===== src/rtl/if_stage_fetch.sv =====
// IF stage: PC register, next-PC select, IF/ID pipeline register and run/step/halt control.
// Optional fetched-instruction counter enabled by defining IF_FETCH_COUNT_EN.
module if_stage_fetch #(
   parameter int                   BITS_SIZE   = 32,
   parameter logic [BITS_SIZE-1:0] RESET_PC    = '0,
   parameter logic [5:0]           HALT_OPCODE = 6'b111111
) (
   input  logic                 i_clk,
   input  logic                 i_reset_n,
   input  logic                 i_enable,
   input  logic                 i_mode_step,
   input  logic                 i_step,
   input  logic                 i_stall,
   input  logic                 i_flush,
   input  logic [1:0]           i_pc_src,
   input  logic [BITS_SIZE-1:0] i_branch_addr,
   input  logic [BITS_SIZE-1:0] i_jump_addr,
   input  logic [BITS_SIZE-1:0] i_jr_addr,
   input  logic [BITS_SIZE-1:0] i_instr,
   output logic [BITS_SIZE-1:0] o_pc,
   output logic [BITS_SIZE-1:0] o_ifid_pc4,
   output logic [BITS_SIZE-1:0] o_ifid_instr,
   output logic                 o_ifid_valid,
   output logic                 o_halted,
   output logic [BITS_SIZE-1:0] o_fetch_count
);

   typedef enum logic [1:0] {
      S_IDLE,
      S_RUN,
      S_STEP,
      S_HALTED
   } state_e;

   localparam logic [BITS_SIZE-1:0] PC_INC     = BITS_SIZE'(4);
   localparam logic [BITS_SIZE-1:0] ALIGN_MASK = ~BITS_SIZE'(3);

   state_e               state_q, state_d;
   logic [BITS_SIZE-1:0] pc_q, pc_d;
   logic [BITS_SIZE-1:0] ifid_pc4_q, ifid_pc4_d;
   logic [BITS_SIZE-1:0] ifid_instr_q, ifid_instr_d;
   logic                 ifid_valid_q, ifid_valid_d;
   logic                 halted_q, halted_d;
   logic                 step_prev_q;

   logic [BITS_SIZE-1:0] pc_plus4;
   logic [BITS_SIZE-1:0] next_pc;
   logic                 step_edge;
   logic                 adv;
   logic                 is_halt;

   always_comb begin
      pc_plus4  = pc_q + PC_INC;
      step_edge = i_step & ~step_prev_q;
      adv       = (state_q == S_RUN) | ((state_q == S_STEP) & step_edge);
      is_halt   = (i_instr[BITS_SIZE-1 -: 6] == HALT_OPCODE);

      unique case (i_pc_src)
         2'b00:   next_pc = pc_plus4;
         2'b01:   next_pc = i_branch_addr;
         2'b10:   next_pc = i_jump_addr;
         default: next_pc = i_jr_addr;
      endcase
      next_pc = next_pc & ALIGN_MASK;
   end

   always_comb begin
      // NOTE: every _d gets a hold default first so no path through the case infers a latch.
      state_d      = state_q;
      pc_d         = pc_q;
      ifid_pc4_d   = ifid_pc4_q;
      ifid_instr_d = ifid_instr_q;
      ifid_valid_d = ifid_valid_q;

      unique case (state_q)
         S_IDLE: begin
            if (i_enable) state_d = i_mode_step ? S_STEP : S_RUN;
         end
         S_RUN, S_STEP: begin
            // Stall wins over flush and redirect; a step edge seen during stall is simply lost.
            if (adv && !i_stall) begin
               if (i_flush) begin
                  pc_d         = next_pc;
                  ifid_pc4_d   = '0;
                  ifid_instr_d = '0;
                  ifid_valid_d = 1'b0;
               end else begin
                  ifid_pc4_d   = pc_plus4;
                  ifid_instr_d = i_instr;
                  ifid_valid_d = 1'b1;
                  if (is_halt) state_d = S_HALTED;
                  else         pc_d    = next_pc;
               end
            end
         end
         default: begin
            // Drain: keep pushing bubbles behind the HALT while the PC stays frozen.
            ifid_pc4_d   = '0;
            ifid_instr_d = '0;
            ifid_valid_d = 1'b0;
         end
      endcase

      halted_d = (state_d == S_HALTED);
   end

   // NOTE: sequential state uses non-blocking assignments so all flops update from pre-edge values.
   always_ff @(posedge i_clk or negedge i_reset_n) begin
      if (!i_reset_n) begin
         state_q      <= S_IDLE;
         pc_q         <= RESET_PC;
         ifid_pc4_q   <= '0;
         ifid_instr_q <= '0;
         ifid_valid_q <= 1'b0;
         halted_q     <= 1'b0;
         step_prev_q  <= 1'b0;
      end else begin
         state_q      <= state_d;
         pc_q         <= pc_d;
         ifid_pc4_q   <= ifid_pc4_d;
         ifid_instr_q <= ifid_instr_d;
         ifid_valid_q <= ifid_valid_d;
         halted_q     <= halted_d;
         step_prev_q  <= i_step;
      end
   end

   assign o_pc         = pc_q;
   assign o_ifid_pc4   = ifid_pc4_q;
   assign o_ifid_instr = ifid_instr_q;
   assign o_ifid_valid = ifid_valid_q;
   assign o_halted     = halted_q;

`ifdef IF_FETCH_COUNT_EN
   logic [BITS_SIZE-1:0] fetch_count_q, fetch_count_d;

   // Counts exactly the edges that load a real instruction (HALT included).
   always_comb begin
      fetch_count_d = fetch_count_q;
      if (adv && !i_stall && !i_flush) fetch_count_d = fetch_count_q + BITS_SIZE'(1);
   end

   always_ff @(posedge i_clk or negedge i_reset_n) begin
      if (!i_reset_n) fetch_count_q <= '0;
      else            fetch_count_q <= fetch_count_d;
   end

   assign o_fetch_count = fetch_count_q;
`else
   assign o_fetch_count = '0;
`endif

endmodule


===== config.mk =====
export PLATFORM = sky130hd
export DESIGN_NAME = if_stage_fetch
export DESIGN_NICKNAME = d
export VERILOG_FILES = /design/src/rtl/if_stage_fetch.sv
export SDC_FILE = /design/constraint.sdc
export NUM_CORES = 1
export LEC_CHECK = 0
export ABC_CLOCK_PERIOD_IN_PS = 2700
export CAP_MARGIN = 20
export CELL_PAD_IN_SITES_DETAIL_PLACEMENT = 1
export CELL_PAD_IN_SITES_GLOBAL_PLACEMENT = 2
export CORE_ASPECT_RATIO = 0.75
export CORE_MARGIN = 2
export CORE_UTILIZATION = 24
export CTS_BUF_LIST = sky130_fd_sc_hd__clkbuf_8 sky130_fd_sc_hd__clkbuf_16
export DETAILED_ROUTE_END_ITERATION = 6
export PLACE_DENSITY = 0.89
export SYNTH_ARGS = -nofsm -noshare
export SYNTH_HDL_FRONTEND = slang
export SYNTH_SLANG_ARGS = --single-unit

===== constraint.sdc =====
create_clock -name i_clk -period 2.7 [get_ports i_clk]
set_input_delay 0.54 -clock i_clk [delete_from_list [all_inputs] [get_ports i_clk]]
set_output_delay 0.54 -clock i_clk [all_outputs]
set_load 0.01 [all_outputs]

==> reports/qor.yml, run 1 <==
status: "completed"
hold_viol: 0
drcViolationCount: 0
syn_inst: 570
async_flop_share_pct: 100
grt_max_degree: 64
viasPerCell: 4.77
power_frac_clock_pct: 20.2
min_period_ns: 2.43
antennaDiodeCount: 0
area_growth_pct: 50.0
dp_hpwl_um: 16000
cp_slowest_stage_delay_ns: 0.64
vias: 5221
synth_ff_type: "dfrtp_1"
pwr_density_cell_nw_per_um2: 780
syn_area_um2: 5590
drt_iter0_drc: 220
crit_path_start_kind: "register"
clk_latency_ns: 0.35
fin_total_pwr_mw: 6.55
syn_area_per_cell_um2: 9.81
whs_ns: 0.169
clockBufferDepth: 2
first_global_vias: 5540
slew_headroom_pct: 54.9
die_h_um: 136
r2r_slack_ns: 0.27
synth_edf_count: 0
end_kind: "register"
num_rows: 48
crit_family: "simple AND/OR/NAND/NOR gates"
portBuffers: 224
cap_violations: 0
first_pass_iters: 4
yosys_warnings: 0
ctsResizeCount: 0
switchingPower_mw: 2.57
tightest_slew_ns: 0.670
leakagePower_nw: 3.46
grt-ovfl-total: 0
p_int_mw: 3.98
final_net_count: 931
rr_startpoint: "o_pc[12]"
fin_util_pct: 36.6
cts.sink_count: 97
fin_crit_sh_pct: 90.0
ys_types: 58
die_x_um: 180
post-place-ws_ns: 0.267
setup_tns_ns: 0
cp.arrival_ns: 2.66
critPathKind: "register to register"
worst_ep_required_time_ns: 2.94
setup_viol: 0
power_frac_comb_pct: 45.2
cp-startpoint: "o_pc[12]"
post_drt_wl_per_cell_um: 19.4
skew_ns: 0.0105
fin_ws_ns: 0.271
gp_congestion: 0.744
die_area_um2: 24600
root_buffer: "clkbuf_16"
critPathMaxFanout: 7
grt_antenna_before_repair: 0
p_sw_share_pct: 39.3
drive_above_1_share_pct: 9.70
ys_seq_area_share_pct: 43.4
cts_made_buffers: 9
hold_path.class: "input port to asynchronous set/reset pin"
ios: 267
grt_pass1_wl_um: 32800
initial_core_util_pct: 24.4
antenna_left: 0
critical_path_buf_inv_count: 0
cts_setup_buffers: 0
ir_drop_mv: 0.481
worstPathCellList: "nand4_2, or4_4, nor4_1, o21ai_0, o2bb2ai_1"
clk_pin_slew_worst_paths_ns: 0.08
ys_seq_elements: 97
core_area_um2: 22900
grt_usage_pct: 17.2
clock.fmax_mhz: 412
rsz0062_at_grt: "false"
slew_violations: 0
reg2reg_to: "o_pc[30]"
cts_tree: "built"
crit_slowest_cell: "or4_4"
htree_levels: 3
seqPwrFrac_pct: 34.6
hold_buffers: 0
reg2regPathDepth: 5
wl_um: 21200
==> synthesized netlist by cell type (all sizes together), types with 4 or more instances <==
library cell | n | share of area (%)
mux2i | 17 | 3.0
nand4 | 8 | 1.1
nor4 | 9 | 1.2
nor2 | 18 | 1.2
nand2 | 72 | 4.8
nand3 | 19 | 1.7
xor2 | 11 | 1.7
a21oi | 26 | 2.3
a221oi | 4 | 0.63
o2bb2ai | 6 | 0.94
a31oi | 4 | 0.45
o221ai | 5 | 0.78
o22a | 5 | 0.78
xnor2 | 17 | 2.7
ha | 5 | 1.1
o21a | 6 | 0.81
or2 | 4 | 0.45
dfrtp | 97 | 43
mux2 | 6 | 1.2
o21ai | 48 | 4.3
buf | 45 | 5.8
mux4 | 6 | 2.4
a2bb2oi | 6 | 0.94
nor3 | 6 | 0.54
clkbuf | 29 | 2.8
and3 | 7 | 0.83
a22o | 40 | 6.3
inv | 10 | 0.67
==> power groups by stage <==
stage / logic, mW / registers [mW] / clock network [mW]
6_report: 2.96 / 2.27 / 1.32
4_1_cts: 3.02 / 2.27 / 1.37
2_1_floorplan: 1.29 / 2.40 / 0
3_5_place_dp: 3.00 / 2.29 / 0
5_1_grt: 3.22 / 2.34 / 1.42
3_3_place_gp: 2.96 / 2.26 / 0
==> worst max path at each step <==
stage                to  cells after the start
2_1_floorplan  o_pc[28]                      6
3_3_place_gp   o_pc[19]                      6
3_5_place_dp    o_pc[7]                      7
4_1_cts        o_pc[30]                      5
5_1_grt        o_pc[30]                      5
6_report       o_pc[30]                      5
==> sequential cells by signal, indices dropped and copies added (netlist names) <==
signal / flops
o_ifid_valid: 1
o_ifid_instr: 32
o_pc: 30
o_ifid_pc4: 30
step_prev_q: 1
o_halted: 1
state_q: 2
==> layout make-up <==
| class | instances | area, um^2 |
|---|---|---|
| inverter | 10 | 37.5 |
| clock inverter | 7 | 77.6 |
| fill | 2596 | 14600 |
| clock buffer | 9 | 225 |
| tap | 300 | 375 |
| sequential | 97 | 2430 |
| multi-input combinational | 423 | 2780 |
| timing repair buffer | 248 | 2470 |
==> cell usage in the layout, fill, tap and decap left out, types with 10 or more instances in the layout <==
cell type / count
o21ai_0: 45
clkdlybuf4s50_1: 221
conb_1: 36
mux2i_1: 17
a22o_1: 40
xnor2_1: 17
xor2_1: 11
dfrtp_1: 97
nand3_1: 19
a21oi_1: 26
buf_4: 20
nor2_1: 16
nand2_1: 72
inv_1: 10
==> cell families after synthesis <==
logic type	share of synthesized area [%]
compound gates	20.4
simple gates	14.5
flops	43.4
buf+inv	9.51
mux	6.67
xor+xnor	4.38
fa+ha+maj	1.12
other cells	0.0670
==> per-layer routing <==
layer  vias to the layer above  track usage [%]  part of all wire [%]  wire length (um)
li1                       2430                -                     -                 -
met5                         -                0                     0                 0
met3                        17             4.05                   5.3              1130
met4                         0             3.32                  0.93               197
met1                      2620             23.9                    48             10200
met2                       154             27.7                    46              9690
==> per-stage QoR <==
stage,cell area [um^2],cells
after CTS,8390,1094
after global routing,8390,1094
after detailed placement,8090,1078
after floorplan,5720,605
after global placement,8090,1078
final,8390,1094
Note: power is estimated with default switching activity, not from simulation.
==> run 2: changes to the inputs <==
ABC_CLOCK_PERIOD_IN_PS = 2440   (was 2700)
CELL_PAD_IN_SITES_GLOBAL_PLACEMENT = 1   (was 2)
CORE_UTILIZATION = 30   (was 24)
PLACE_DENSITY = 0.88   (was 0.89)
clock period = 2.44 ns   (was 2.7 ns; I/O delays follow)
==> run 2 against run 1 <==
Against the previous run: via count grew 1.1%; total power up 11%; first-iteration DRC count rose by 14%; sequential share of layout area about the same; register-to-register slack lost 0.16 ns; non-clock buffer count up 9; die area shrank 20%; largest power group unchanged.
==> reports/qor.yml, run 2 (synthesized netlist as in run 1, its figures left out) <==
drcViolationCount: 0  # unchanged
area_growth_pct: 49.9  # was 50.0%
die_x_um: 162  # was 180 um
grt_usage_pct: 20.8  # was 17.2%
htree_levels: 3  # unchanged
drt_iter0_drc: 250  # was 220
gp_congestion: 0.817  # was 0.744
leakagePower_nw: 3.50  # was 3.46 nW
final_net_count: 940  # was 931
status: "completed"  # unchanged
slew_violations: 0  # unchanged
largest_reg_flops: 32  # unchanged
drive_above_1_share_pct: 11.0  # was 9.70%
cap_violations: 0  # unchanged
grt_max_degree: 43  # was 64
critPathMaxFanout: 7  # unchanged
critPathKind: "register to register"  # unchanged
dp_hpwl_um: 15700  # was 16000 um
cts.sink_count: 97  # unchanged
ios: 267  # unchanged
core_area_um2: 18400  # was 22900 um^2
cts_made_buffers: 9  # unchanged
crit_path_start_kind: "register"  # unchanged
hold_path.class: "input port to asynchronous set/reset pin"  # unchanged
clk_latency_ns: 0.36  # was 0.35 ns
initial_core_util_pct: 30.4  # was 24.4%
die_area_um2: 19800  # was 24600 um^2
setup_viol: 0  # unchanged
pwr_density_cell_nw_per_um2: 866  # was 780 nW/um^2
hold_viol: 0  # unchanged
antennaDiodeCount: 0  # unchanged
viasPerCell: 5.03  # was 4.77
vias: 5277  # was 5221
first_global_vias: 5596  # was 5540
rsz0062_at_grt: "false"  # unchanged
whs_ns: 0.0743  # was 0.169 ns
cts_tree: "built"  # unchanged
final_cell_mix: "221 x clkdlybuf4s50_1, 97 x dfrtp_1, 71 x nand2_1, 45 x o21ai_0, 40 x a22o_1"  # was 221 x clkdlybuf4s50_1, 97 x dfrtp_1, 72 x nand2_1, 45 x o21ai_0, 40 x a22o_1
die_h_um: 122  # was 136 um
end_kind: "register"  # unchanged
clock.fmax_mhz: 429  # was 412 MHz
grt_antenna_before_repair: 1  # was 0
grt-ovfl-total: 0  # unchanged
skew_ns: 0.00766  # was 0.0105 ns
cts_setup_buffers: 0  # unchanged
r2r_slack_ns: 0.11  # was 0.27 ns
ctsResizeCount: 0  # unchanged
fin_crit_sh_pct: 95.5  # was 90.0%
wl_um: 20700  # was 21200 um
portBuffers: 224  # unchanged
hold_buffers: 0  # unchanged
cp.arrival_ns: 2.59  # was 2.66 ns
final_common_cell: "clkdlybuf4s50_1"  # unchanged
root_buffer: "clkbuf_16"  # unchanged
antenna_left: 0  # unchanged
min_period_ns: 2.33  # was 2.43 ns
tightest_slew_ns: 0.498  # was 0.670 ns
slew_headroom_pct: 66.5  # was 54.9%
ir_drop_mv: 0.428  # was 0.481 mV
post_drt_wl_per_cell_um: 19.8  # was 19.4 um
clk_pin_slew_worst_paths_ns: 0.08  # about the same
first_pass_iters: 4  # unchanged
stdcell_count: 1050  # was 1094
num_rows: 43  # was 48
dp_cells: 1034  # was 1078
worst_ep_required_time_ns: 2.70  # was 2.94 ns
clockBufferDepth: 2  # unchanged
grt_pass1_wl_um: 31700  # was 32800 um
==> run 2: metrics by stage <==
step / worst slack (ns) / cell area (um^2) / utilization (%) / total power, mW / TNS (ns)
global route: 0.0420 / 8390 / 45.6 / 7.70 / 0
detailed placement: -0.0570 / 8080 / 43.9 / 5.85 / -0.156
finish: 0.110 / 8390 / 45.6 / 7.26 / 0
CTS: 0.131 / 8380 / 45.5 / 7.32 / 0
global placement: 0.0682 / 8080 / 43.9 / 5.72 / 0
floorplan: 0.317 / 5720 / - / 4.08 / 0
==> run 2: per-layer routing <==
layer	track usage [%]	wire (um)
met5	0	11
met2	35.4	9980
met4	5.03	269
met3	4.43	1220
met1	27.4	9270
==> run 2: final timing paths <==
path                              start               end  depth (start not counted)
setup / recovery               o_pc[12]          o_pc[28]                          5
hold / removal                i_reset_n  o_ifid_instr[29]                          1
setup reg to reg               o_pc[12]          o_pc[28]                          5
hold reg to reg            o_ifid_valid      o_ifid_valid                          2
max in group asynchronous     i_reset_n          o_pc[25]                          2
min in group i_clk         o_ifid_valid      o_ifid_valid                          2
==> run 2: cell type report <==
type                    instances  area, um^2
fillers                      2115       10000
repair buffers                257        2530
clock inverters                 7        73.8
multi-input cells             423        2790
well taps                     247         309
flip-flops and latches         97        2430
clock buffers                   9         225
inverters                      10        37.5
==> run 2: power breakdown <==
part | switching [mW] | internal (mW)
combinational | 1.67 | 1.66
sequential | 0.468 | 2.03
clock | 0.713 | 0.725
total | 2.85 | 4.41
==> run 2: critical path: stages (launching register included) <==
cell	delay [ns]
dfrtp_1	0.50
nand4_2	0.25
or4_4	0.63
or4_4	0.46
and3b_1	0.20
o32ai_2	0.20
